$ cat src/rtl/msrv32_pc_unit.sv
// Program-counter stage: next-PC selection, architectural PC register, redirect buffering
// across instruction-bus stalls, and the boot sequencer. Optional macro: MSRV32_MISALIGN_TRAP_EN.
module msrv32_pc_unit #(
    parameter logic [31:0] BOOT_ADDRESS = 32'h0000_0000
) (
    input  logic        ms_riscv32_mp_clk_in,
    input  logic        ms_riscv32_mp_rst_in,
    input  logic [1:0]  pc_src_in,
    input  logic        branch_taken_in,
    input  logic [30:0] iaddr_in,
    input  logic [31:0] epc_in,
    input  logic [31:0] trap_address_in,
    input  logic        ahb_ready_in,
    output logic [31:0] pc_out,
    output logic [31:0] pc_plus_4_out,
    output logic [31:0] pc_mux_out,
    output logic [31:0] iaddr_out,
    output logic        fetch_valid_out,
    output logic        misaligned_instr_out
);

    localparam logic [1:0] SRC_BOOT = 2'b00;
    localparam logic [1:0] SRC_MRET = 2'b01;
    localparam logic [1:0] SRC_TRAP = 2'b10;
    localparam logic [1:0] SRC_SEQ  = 2'b11;

    typedef enum logic [1:0] {
        ST_RESET = 2'b00,
        ST_BOOT  = 2'b01,
        ST_RUN   = 2'b10
    } state_t;

    state_t      state;
    state_t      state_next;
    logic [31:0] redirect_addr;
    logic        pending;
    logic [31:0] branch_addr;
    logic        redirect;
    logic        candidate;
    logic        suppress;

    function automatic logic [31:0] branch_target(input logic [30:0] addr);
`ifdef MSRV32_MISALIGN_TRAP_EN
        return {addr, 1'b0};
`else
        // Without the misalignment trap, halfword targets are rounded down to a word.
        return {addr[30:1], 2'b00};
`endif
    endfunction

    assign pc_plus_4_out = pc_out + 32'd4;
    assign branch_addr   = branch_target(iaddr_in);

    always_comb begin
        pc_mux_out = pc_plus_4_out;
        case (pc_src_in)
            SRC_BOOT: pc_mux_out = BOOT_ADDRESS;
            SRC_MRET: pc_mux_out = epc_in;
            SRC_TRAP: pc_mux_out = trap_address_in;
            default:  pc_mux_out = branch_taken_in ? branch_addr : pc_plus_4_out;
        endcase
    end

    assign redirect  = (pc_src_in != SRC_SEQ) | branch_taken_in;
    assign candidate = (pc_src_in == SRC_SEQ) & branch_taken_in & iaddr_in[0];

`ifdef MSRV32_MISALIGN_TRAP_EN
    assign misaligned_instr_out = (state == ST_RUN) & candidate;
`else
    logic unused_candidate;
    assign unused_candidate     = candidate;
    assign misaligned_instr_out = 1'b0;
`endif

    // A misaligned target is dropped; a redirect already buffered still takes precedence.
    assign suppress = misaligned_instr_out & ~pending;

    always_comb begin
        iaddr_out = BOOT_ADDRESS;
        if (state == ST_RUN) begin
            iaddr_out = pending ? redirect_addr : pc_mux_out;
        end
    end

    always_comb begin
        state_next = state;
        case (state)
            ST_RESET: state_next = ST_BOOT;
            ST_BOOT:  state_next = ahb_ready_in ? ST_RUN : ST_BOOT;
            ST_RUN:   state_next = ST_RUN;
            default:  state_next = ST_RESET;
        endcase
    end

    always_ff @(posedge ms_riscv32_mp_clk_in) begin
        if (ms_riscv32_mp_rst_in) begin
            state           <= ST_RESET;
            fetch_valid_out <= 1'b0;
            pc_out          <= BOOT_ADDRESS;
            pending         <= 1'b0;
            redirect_addr   <= 32'd0;
        end else begin
            state           <= state_next;
            fetch_valid_out <= 1'b1;
            case (state)
                ST_BOOT: begin
                    if (ahb_ready_in) begin
                        pc_out <= BOOT_ADDRESS;
                    end
                end
                ST_RUN: begin
                    if (ahb_ready_in) begin
                        if (!suppress) begin
                            pc_out <= iaddr_out;
                        end
                        pending <= 1'b0;
                    end else if (!pending) begin
                        if (redirect && !suppress) begin
                            redirect_addr <= pc_mux_out;
                            pending       <= 1'b1;
                        end
                    end else if (pc_src_in == SRC_MRET || pc_src_in == SRC_TRAP) begin
                        // A stalled decode re-presents its branch, so only mret/trap may replace the buffer.
                        redirect_addr <= pc_mux_out;
                    end
                end
                default: ;
            endcase
        end
    end

endmodule

$ cat config.mk
export PLATFORM = sky130hd
export DESIGN_NAME = msrv32_pc_unit
export DESIGN_NICKNAME = d
export VERILOG_FILES = /design/src/rtl/msrv32_pc_unit.sv
export SDC_FILE = /design/constraint.sdc
export NUM_CORES = 1
export LEC_CHECK = 0
export BUFFER_PORTS_ARGS = -buffer_cell sky130_fd_sc_hd__buf_2
export CAP_MARGIN = 40
export CORE_ASPECT_RATIO = 0.75
export CORE_MARGIN = 4
export CORE_UTILIZATION = 40
export CTS_BUF_LIST = sky130_fd_sc_hd__clkbuf_4
export CTS_CLUSTER_SIZE = 14
export DETAILED_ROUTE_END_ITERATION = 8
export GPL_TIMING_DRIVEN = 0
export HOLD_SLACK_MARGIN = 0.12
export PLACE_DENSITY = 0.79
export SYNTH_ARGS = -nofsm -noshare
export SYNTH_HDL_FRONTEND = slang
export SYNTH_SLANG_ARGS = --single-unit
$ cat constraint.sdc
create_clock -name ms_riscv32_mp_clk_in -period 3.36 [get_ports ms_riscv32_mp_clk_in]
set_input_delay 0.672 -clock ms_riscv32_mp_clk_in [delete_from_list [all_inputs] [get_ports ms_riscv32_mp_clk_in]]
set_output_delay 0.672 -clock ms_riscv32_mp_clk_in [all_outputs]
set_load 0.005 [all_outputs]
# == Word-level counts from Yosys, hierarchy flattened ==
# Index checks and enable logic that the tools add are counted.
# op_classes
add_sub_neg,1
n_eq_ne,8
mux,16
bitwise_logic,2
n_reduce_logical,7
# ops
cell,n
2-to-1 mux 32 bit,8
one-hot mux 32 bit (3 select lines),1
one-hot mux 32 bit (2 select lines),1
adder 32 x 3 -> 32 bit (second input constant),1
!= test 2 bit (second input constant),3
one-hot mux 2 bit (3 select lines),1
equality test 2 x 1 -> 1 bit (second input constant),2
equality test 2 bit (second input constant),2
logical NOT 2 bit,2
2-to-1 mux 1 bit,4
AND reduction 4 bit,1
nonzero test 2 bit,2
AND reduction 3 bit,1
2-to-1 mux 2 bit,1
!= test 2 x 1 -> 1 bit (second input constant),1
logical OR 1 bit,1
NOT 1 bit,1
OR 1 bit,1
# word_totals
register_bits,68
out_inout_bits,130
wordCells,39

# == Depth between registers and ports, before layout ==
# Gate-level depths: netlist of the first run.
# logic_depth
word_depth,7
depth_mapped,9
ltp_nobuf,8

# == Worst setup path after synthesis of the first run ==
# Ideal clock, no wire load.
# synth_path
path_kind,input -> output
startpoint,in pc_src_in[0]
endpoint,out iaddr_out[21]
t_arrival_ns,2.311
path_slack_ns,0.377
stages,7
n_path_buf,2
cell_sequence,ha_1 clkbuf_1 clkbuf_1 o311ai_0 o32ai_1 mux2i_1 nor2_1
# synth_between
elab_chain_cells,4
word_cells_on_any_way,6
cone_classes,2 x eq/ne; 3 x mux; 1 x reduce/logical
# synth_rtl
item,line_no,text
from (decl),8,"input logic [1:0] pc_src_in,"
equality test 2 bit (tied with other cells),56,case (pc_src_in)
one-hot mux 32 bit (3 select lines) (*),56,
net pc_mux_out[21],16,"output logic [31:0] pc_mux_out,"
2-to-1 mux 32 bit (*),81,iaddr_out = pending ? redirect_addr : pc_mux_out;
2-to-1 mux 32 bit (*),80,if (state == ST_RUN) begin
to (decl),17,"output logic [31:0] iaddr_out,"
# Mark *: on every way through the listed nets, which the timed path passes. The rest lies on a longest branch.

# == Worst setup path after layout of the first run ==
# layout_path
startpoint,in pc_src_in[1]
endpoint,out iaddr_out[23]
# layout_between
elab_chain_cells,4
word_cells_on_any_way,6
cone_classes,2 x eq/ne; 3 x mux; 1 x reduce/logical
# layout_rtl
item,line_no
equality test 2 bit (tied with other cells),56
one-hot mux 32 bit (3 select lines) (*),56
2-to-1 mux 32 bit (*),81
2-to-1 mux 32 bit (*),80
# Every way passes the cells marked *; elsewhere a longest branch is shown, timed or not.

==> flow_summary.json, run 1 <==
{
  "avgSynthCellArea_um2": 7.307,
  "grt_start_max_net_pins": 11,
  "cts_made_buffers": 9,
  "io_buffers": 227,
  "required_ns": 2.69,
  "drt_iter0_markers": 939,
  "dp_hpwl_mm": 17.71,
  "antenna_found_initial": 1,
  "dieWidth_um": 134.4,
  "synthArstFlopShare_pct": 0,
  "area_delta_synth_final_pct": 42.55,
  "ios": 231,
  "seq_area_frac_synth_pct": 28.40,
  "total_power_uw": 1876,
  "drc": 0,
  "root_buffer": "clkbuf_4",
  "clock_latency_ns": 0.44,
  "worst_setup_path_end_kind": "output pin",
  "synth_edf_count": 0,
  "leakage_uw": 0.003173,
  "place_inst": 1045,
  "avgViaCountPerCell": 5.996,
  "start_util_pct": 41.12,
  "cts_tree": "yes",
  "fmax_mhz": 302.0,
  "worstMarginPinSlew_ns": 0.8624,
  "worstPathArrival_ns": 2.64,
  "grt_pass1_wl_mm": 34.47,
  "synth_cell_types": 68,
  "drv_slew": 0,
  "synth_nets": 762,
  "hp-class": "reg2reg",
  "crit_path_start_kind": "primary input",
  "htree_levels": 3,
  "track_usage_pct": 33.07,
  "setup_viol": 0,
  "place_congestion": 0.9535,
  "synth_area_mm2": 0.004793,
  "clk_pin_slew_ns": 0.11,
  "final_cells": 1092,
  "synth_flop_cell": "dfxtp_1",
  "postRouteAntennaNets": 0,
  "fp.dieArea_mm2": 0.01382,
  "fin_skew_ns": 0.01831,
  "core-area_mm2": 0.01166,
  "firstDrtPassIters": 6,
  "synth_cells": 656,
  "rsz0062_at_grt": "yes",
  "path_class": "in2out",
  "min_period_ns": 3.312,
  "max_cap_violations": 0,
  "clkSinkCount": 68,
  "tns_ns": 0,
  "routed_wl_mm": 24.19,
  "ys_ff_latch": 68,
  "grt_pass1_vias": 6049,
  "gr-total-overflow": 0,
  "finalHoldViolCount": 0,
  "ys_warn_count": 0,
  "crit_path_max_fanout": 10,
  "hold_slack_ns": 0.4648,
  "max-clock-path-buffers": 2,
  "layout-drive-gt1-share_pct": 40.75,
  "antenna_cells": 0,
  "ir_worst_vdd_uv": 137.7,
  "r2r_setup_slack_ns": 0.57,
  "hold_depth": 2,
  "p_per_area_mw_per_mm2": 274.6,
  "ff2ff_path_depth": 7,
  "wl_per_cell_um": 22.15,
  "fin_nets": 1031,
  "vias": 6548,
  "nFillCells": 1168,
  "status": "complete, no violations",
  "slew_headroom_pct": 42.51,
  "rows": 34,
  "post-route-period-util_pct": 98.56,
  "die_y_um": 102.8
}
per-stage QoR:
step	utilization (%)	instance area [µm²]	setup slack [ns]
2_1_floorplan	-	4793	0.3772
3_3_place_gp	52.61	6132	-1.091
3_5_place_dp	52.61	6132	-1.087
4_1_cts	55.90	6516	-0.004560
5_1_grt	58.62	6833	-0.06002
6_report	58.62	6833	0.04831
path summary, 6_finish.rpt:
path               startpoint           endpoint
max              pc_src_in[1]      iaddr_out[23]
min          redirect_addr[2]   redirect_addr[2]
max reg2reg          state[0]  redirect_addr[27]
min reg2reg  redirect_addr[2]   redirect_addr[2]
flip-flops by register name, indices dropped and copies added, names as in the netlist:
signal,flops
state,2
pc_out,32
fetch_valid_out,1
pending,1
redirect_addr,32
synthesized netlist by cell type, types with 4 or more instances:
cell type / n / share of area [%]
nor2_1: 72 / 5.6
and3_1: 5 / 0.65
nor4_1: 4 / 0.52
a221oi_1: 11 / 2.0
a211oi_1: 5 / 0.78
o311ai_0: 5 / 0.91
a22oi_1: 8 / 1.3
and4_1: 5 / 0.91
inv_1: 18 / 1.4
a221o_1: 13 / 2.7
nor3_1: 20 / 2.1
nor2b_1: 12 / 1.6
buf_1: 9 / 0.70
xor2_1: 5 / 0.91
o22ai_1: 7 / 0.91
dfxtp_1: 68 / 28
o32ai_1: 5 / 0.91
o31ai_1: 12 / 1.9
o21ai_0: 41 / 4.3
clkbuf_1: 39 / 3.1
nand2_1: 79 / 6.2
nand3_1: 17 / 1.8
mux2i_1: 23 / 4.8
buf_2: 6 / 0.63
nand2b_1: 14 / 1.8
xnor2_1: 14 / 2.6
a21oi_1: 40 / 4.2
or2_2: 9 / 1.2
nand4_1: 10 / 1.3
o21ai_1: 13 / 1.4
ha_1: 5 / 1.3
a31oi_1: 5 / 0.65
kinds of logic (layout without fill, tap and decap cells):
logic type               Yosys count  in the layout  share of synthesized area [%]
AND/OR/NAND/NOR                  273            273                          28.50
buffers and inverters             75            349                          6.265
other                              1              1                        0.07823
XOR/XNOR                          19             19                          3.472
adder cells (fa/ha/maj)            5              5                          1.305
AO/OA/AOI/OAI                    189            189                          26.47
flip-flops                        68             68                          28.40
multiplexers                      26             26                          5.508
worst max-delay path: stages:
cell and delay (ns):
buf_2 0.13, inv_1 0.05, ha_1 0.23, clkbuf_2 0.37
a221o_1 0.20, o21ai_0 0.25, a31oi_4 0.28, mux2i_2 0.12
nor2_1 0.18, buf_2 0.15
cells in the final DEF (no fill, tap or decap), types with 16 or more instances in the layout:
master / netlist / final
buf_4: 3 / 38
nor3_1: 20 / 19
dfxtp_2: 0 / 16
o21ai_0: 41 / 37
inv_1: 18 / 18
buf_2: 6 / 230
dfxtp_1: 68 / 49
nor2_1: 72 / 70
nand3_1: 17 / 16
clkbuf_1: 39 / 19
nand2_1: 79 / 78
a21oi_1: 40 / 39
clkbuf_4: 0 / 16
mux2i_1: 23 / 21
per-layer routing:
| metal | share of wire [%] | track usage, % | vias to the layer above |
|---|---|---|---|
| li1 | - | - | 2931 |
| met1 | 40 | 44.12 | 3066 |
| met2 | 44 | 51.35 | 495 |
| met3 | 13 | 9.073 | 56 |
| met4 | 2.8 | 12.91 | 0 |
| met5 | 0 | 0 | - |
where the power goes:
part,internal (µW),total (µW),switching [µW]
Clock,169,478,309
Combinational,219,550,331
Sequential,824,847,23.1
Total,1210,1880,663
what timing repair did:
item | 4_1_cts | 5_1_grt
hold buffers | 0 | 0
endpoints found under the hold margin | 0 | 0
buffers inserted | 11 | 22
pin swaps | 5 | 19
resized for setup | 73 | 55
endpoints found under the setup margin | 65 | 35
layout make-up:
cell class | instances | area (µm²) | area share [%]
Clock buffer | 12 | 90.09 | 1.318
Multi-Input combinational cell | 513 | 3379 | 49.46
Inverter | 18 | 67.56 | 0.9888
Tap cell | 162 | 202.7 | 2.966
Clock inverter | 4 | 16.27 | 0.2381
Timing Repair Buffer | 260 | 1391 | 20.36
Sequential cell | 68 | 1393 | 20.38
Buffer | 55 | 292.8 | 4.285
No activity file was read; power rests on OpenSTA's default activity.
==> run 2, diff against run 1 <==
- ABC_AREA: not set -> 1
- PLACE_DENSITY: 0.79 -> 0.78
==> run 2 against run 1 <==
Via count decreased by 0.46%. Sequential cell count unchanged. Design area decreased by 2.8%. Non-clock buffer count decreased by 39. Clock power increased by 68%. Sequential power increased by 11%.
==> flow_summary.json, run 2 <==
{
  "clk_pin_slew_ns": 0.13,
  "yosys.area.top_type_share_pct": 26.80,
  "required_ns": 2.69,
  "finalHoldViolCount": 0,
  "clkSinkCount": 68,
  "p_per_area_mw_per_mm2": 360.8,
  "grt_pass1_wl_mm": 33.38,
  "status": "complete, no violations",
  "seq_area_frac_synth_pct": 26.80,
  "grt_pass1_vias": 6147,
  "total_power_uw": 2396,
  "place_inst": 1230,
  "largestRegisters": "pc_out: 32 flops, redirect_addr: 32 flops, state: 2 flops",
  "dpl_cell_area_mm2": 0.006424,
  "drc": 0,
  "fp.dieArea_mm2": 0.01459,
  "ff2ff_path_depth": 12,
  "avgViaCountPerCell": 5.231,
  "worstMarginPinSlew_ns": 0.7905,
  "start_util_pct": 41.13,
  "ys_top_cells_by_area": "dfxtp_1 27%, nand2_1 14%, inv_1 9.0%",
  "crit_path_max_fanout": 10,
  "post-route-period-util_pct": 96.75,
  "synth_flop_cell": "dfxtp_1",
  "fin_area_mm2": 0.006641,
  "cp-startpoint": "pc_src_in[0]",
  "layout-drive-gt1-share_pct": 28.06,
  "worst_setup_path_end_kind": "output pin",
  "synth_cell_types": 36,
  "root_buffer": "clkbuf_4",
  "yosysTopAreaCell": "dfxtp_1",
  "synth_edf_count": 0,
  "min_period_ns": 3.251,
  "r2r_setup_slack_ns": 1.26,
  "ir_worst_vdd_uv": 194.3,
  "slew_headroom_pct": 47.30,
  "fmax_mhz": 307.6,
  "crit_slowest_cell": "clkbuf_1",
  "grt_start_max_net_pins": 14,
  "endpoint": "iaddr_out[1]",
  "synthArstFlopShare_pct": 0,
  "max_stage_delay_ns": 0.39,
  "synth_cells": 837,
  "final_cells": 1246,
  "rsz0062_at_grt": "no",
  "vias": 6518,
  "cts_made_buffers": 9,
  "antenna_cells": 0,
  "place_congestion": 0.9340,
  "mostFrequentLayoutCells": "241 x buf_2, 191 x nand2_1, 122 x inv_1",
  "worstPathArrival_ns": 2.58,
  "setup_slack_ns": 0.1090,
  "path_cells": "buf_2 -> inv_1 -> ha_1 -> clkbuf_1 -> a22o_1 -> o21ai_0 -> nand2_1 -> nand2_1 -> inv_1 -> buf_2",
  "ios": 231,
  "synth_area_mm2": 0.005080,
  "routed_wl_mm": 21.63,
  "fin_skew_ns": 0.02059,
  "fin_nets": 1181,
  "cts_tree": "yes",
  "avgSynthCellArea_um2": 6.069,
  "max-clock-path-buffers": 2,
  "dieWidth_um": 138.1,
  "synth_common_cells": "191 x nand2_1, 122 x inv_1, 91 x a21oi_1, 85 x nor2_1, 68 x dfxtp_1",
  "preCtsSetupSlack_ns": 0.1564,
  "timing.rr.start": "pc_out[2]",
  "ys_warn_count": 0,
  "r2r_end": "pc_out[26]",
  "drv_slew": 0,
  "leakage_uw": 0.003870,
  "antenna_found_initial": 0,
  "drt_iter0_markers": 573,
  "postRouteAntennaNets": 0,
  "tns_ns": 0,
  "synth.most_common_cell": "nand2_1",
  "crit_path_start_kind": "primary input",
  "path_class": "in2out",
  "rows": 35,
  "synth_nets": 943,
  "max_cap_violations": 0,
  "wl_per_cell_um": 17.36,
  "gr-total-overflow": 0,
  "hp-class": "reg2reg",
  "layout_commonest_cell": "buf_2",
  "clock_latency_ns": 0.45,
  "htree_levels": 3,
  "io_buffers": 227,
  "setup_viol": 0,
  "dp_hpwl_mm": 17.28,
  "die_y_um": 105.6,
  "core-area_mm2": 0.01235,
  "track_usage_pct": 28.87,
  "area_delta_synth_final_pct": 30.74,
  "ys_ff_latch": 68,
  "firstDrtPassIters": 6
}
run 2: cell count changes after synthesis, moves of 12 or more:
cell      before  now
o31ai_1       12    0
nor2_1        72   85
nor2b_1       12    0
nand2b_1      14    0
nor3_1        20    0
a21oi_1       40   91
o21ai_0       41   67
nand2_1       79  191
a22o_1         1   17
and2_1         1   14
inv_1         18  122
nand3_1       17   42
mux2i_1       23    0
run 2: metal layers:
metal | GRT usage, % | vias up | routed length [µm]
met3 | 8.299 | 39 | 2238
li1 | - | 3155 | -
met5 | 0 | - | 0
met2 | 44.05 | 366 | 9250
met4 | 7.475 | 0 | 546
met1 | 40.02 | 2958 | 9594
run 2: how the worst min path moves through the flow:
stage                                 from                to  slack, ns  cells after the start
after floorplan           redirect_addr[3]  redirect_addr[3]       0.48                      2
after global placement            state[0]          state[0]       0.50                      3
after detailed placement          state[1]          state[0]       0.51                      3
after CTS                     ahb_ready_in          state[0]       0.51                      4
after global routing          ahb_ready_in          state[0]       0.53                      4
final                             state[1]          state[0]       0.52                      3
run 2: area by class of cell:
| class | count | area (µm²) |
|---|---|---|
| fill | 1319 | 5708 |
| tap | 166 | 207.7 |
| timing repair buffer | 227 | 1136 |
| clock inverter | 7 | 146.4 |
| clock buffer | 9 | 67.56 |
| buffer | 49 | 225.2 |
| sequential | 68 | 1364 |
| multi-input combinational | 595 | 3025 |
| inverter | 125 | 469.2 |
run 2: metrics by stage:
step	utilization, %	hold slack [ns]
after floorplan	-	0.4767
after global routing	53.78	0.5328
after global placement	52.02	0.4957
after CTS	53.75	0.5091
after detailed placement	52.02	0.5111
final	53.78	0.5194
run 2: critical path: cells and delay by family:
| family | cells | cell delay, ns |
|---|---|---|
| buf+inv | 5 | 0.74 |
| simple gates | 2 | 0.21 |
| compound gates | 2 | 0.66 |
| fa+ha+maj | 1 | 0.28 |
run 2: power breakdown:
group	internal [µW]	switching, µW
combinational	267	391
sequential	862	75.0
clock	456	346
run 2: what timing repair did:
| item | 4_1_cts | 5_1_grt |
|---|---|---|
| hold buffers | 0 | 0 |
| buffers inserted | 0 | 0 |
| gates resized for setup | 0 | 4 |
| setup endpoints to repair | 0 | 7 |
run 2: cell families after synthesis:
logic type                 count (synthesis)  synth area share [%]
and+or+nand+nor                          361                 31.01
DFF                                       68                 26.80
buffers and inverters                    174                 13.65
AOI/OAI and AO/OA                        215                 25.00
xor gates and xnor gates                  13                 2.241
other                                      1               0.07382
adders and majority gates                  5                 1.232
==> run 3, diff against run 2 <==
- CORE_ASPECT_RATIO: 0.75 -> 0.6
- RECOVER_POWER: not set -> 100
- SLEW_MARGIN: not set -> 20
==> run 3 against run 2 <==
Design area is 2.7% lower. Die area is 0.28% higher. Final cell count about the same. Total power decreased by 8.2%. Clock skew shrank 0.012 ns. Via count decreased by 1.0%. Utilization down 0.90 points. Sequential cell count unchanged. Sequential power hardly changed. First-iteration DRC count up 2.3%. Wire length barely moved. Critical path type is now reg2out.
==> flow_summary.json, run 3 (synthesis results as in run 2) <==
{
  "postRouteAntennaNets": 0,
  "leakage_uw": 0.003581,
  "clk_pin_slew_ns": 0.12,
  "grt_pass1_vias": 5880,
  "drc": 0,
  "track_usage_pct": 28.75,
  "drt_iter0_markers": 586,
  "ctsHoldBuffers": 0,
  "layout_commonest_cell": "nand2_1",
  "layout-drive-gt1-share_pct": 21.39,
  "drv_slew": 0,
  "fp.dieArea_mm2": 0.01463,
  "min_period_ns": 3.244,
  "mostFrequentLayoutCells": "193 x nand2_1, 177 x buf_2, 124 x inv_1",
  "wl_per_cell_um": 17.36,
  "multi_input_area_mm2": 0.002987,
  "cts_setup_buffers": 0,
  "antenna_found_initial": 0,
  "grt_start_max_net_pins": 13,
  "io_buffers": 227,
  "ios": 231,
  "root_buffer": "clkbuf_4",
  "clkSinkCount": 68,
  "finalHoldViolCount": 0,
  "htree_levels": 3,
  "seq_area_mm2": 0.001368,
  "crit_path_max_fanout": 5,
  "gr-total-overflow": 0,
  "worst_setup_path_end_kind": "output pin",
  "routed_wl_mm": 21.62,
  "die_y_um": 95.29,
  "crit_path_start_kind": "flop",
  "setup_viol": 0,
  "cts_tree": "yes",
  "fin_skew_ns": 0.008323,
  "clock_latency_ns": 0.44,
  "hp-class": "in2reg",
  "ctsResizeCount": 0,
  "area_delta_synth_final_pct": 27.19,
  "post-route-period-util_pct": 96.55,
  "start_util_pct": 41.58,
  "place_congestion": 1.010,
  "slew_headroom_pct": 46.65,
  "fin_nets": 1181,
  "final_util_pct": 52.88,
  "ir_worst_vdd_uv": 160.2,
  "vias": 6450,
  "nFillCells": 1349,
  "core-area_mm2": 0.01222,
  "rsz0062_at_grt": "no",
  "fmax_mhz": 308.2,
  "worstPathArrival_ns": 2.57,
  "largestRegisters": "pc_out: 32 flops, redirect_addr: 32 flops, state: 2 flops",
  "dp_hpwl_mm": 17.60,
  "required_ns": 2.69,
  "tns_ns": 0,
  "grt_pass1_wl_mm": 32.36,
  "avgViaCountPerCell": 5.181,
  "worstMarginPinSlew_ns": 0.8002,
  "total_power_uw": 2199,
  "cts_made_buffers": 9,
  "max_cap_violations": 0,
  "dieWidth_um": 153.5,
  "status": "complete, no violations",
  "p_per_area_mw_per_mm2": 340.4,
  "path_class": "reg2out",
  "antenna_cells": 0,
  "firstDrtPassIters": 5,
  "max-clock-path-buffers": 2,
  "rows": 31
}
-- run 3: cell types whose count changed in the layout (fill, tap and decap cells not counted), sizes merged --
| cell | before | now |
|---|---|---|
| clkinvlp | 0 | 1 |
| bufinv | 4 | 2 |
| buf | 248 | 178 |
| inv | 125 | 124 |
| clkbuf | 37 | 107 |
| clkinv | 3 | 5 |
-- run 3: cell type report --
class                      count  area share [%]
multi-input combinational    595           46.22
sequential                    68           21.17
timing repair buffer         227           16.44
inverter                     125           7.262
buffer                        49           3.253
tap                          165           3.195
clock inverter                 7           1.414
clock buffer                   9           1.046
-- run 3: worst paths after layout --
kind | start | end | cells past startpoint | slack, ns
setup / recovery | pc_out[3] | iaddr_out[26] | 14 | 0.12
hold / removal | ahb_ready_in | state[0] | 4 | 0.53
setup reg to reg | state[1] | redirect_addr[9] | 10 | 0.70
hold reg to reg | state[0] | state[0] | 3 | 0.53
-- run 3: stage by stage --
stage | std cells | worst slack [ns] | area, µm² | hold slack [ns]
floorplan | 837 | 0.9194 | 5080 | 0.4767
CTS | 1245 | 0.09684 | 6581 | 0.5214
global placement | 1229 | 0.2052 | 6422 | 0.4941
global route | 1245 | 0.005186 | 6461 | 0.5101
finish | 1245 | 0.1158 | 6461 | 0.5280
detailed placement | 1229 | 0.1921 | 6422 | 0.5062
-- run 3: worst max-delay path: stages, from the launching register on --
cell     delay (ns)
dfxtp_2        0.40
ha_2           0.22
nand2_1        0.09
nor2_4         0.24
nand2_4        0.11
nor2_4         0.18
nand2_1        0.07
nand2_1        0.07
nand3_1        0.17
nand2_1        0.15
nand2_2        0.08
nand2_1        0.06
nand2_1        0.09
inv_1          0.09
buf_2          0.11
-- run 3: metal layers --
| layer | track usage (%) | wire (µm) | part of all wire [%] | vias up |
|---|---|---|---|---|
| li1 | - | - | - | 3155 |
| met1 | 42.54 | 10370 | 48 | 2930 |
| met2 | 41.62 | 8571 | 40 | 336 |
| met3 | 7.528 | 2339 | 11 | 29 |
| met4 | 6.539 | 341 | 1.6 | 0 |
| met5 | 0 | 0 | 0 | - |
-- run 3: where the power goes --
group,internal [µW],switching [µW]
sequential,862,77.7
combinational,248,388
clock,299,324
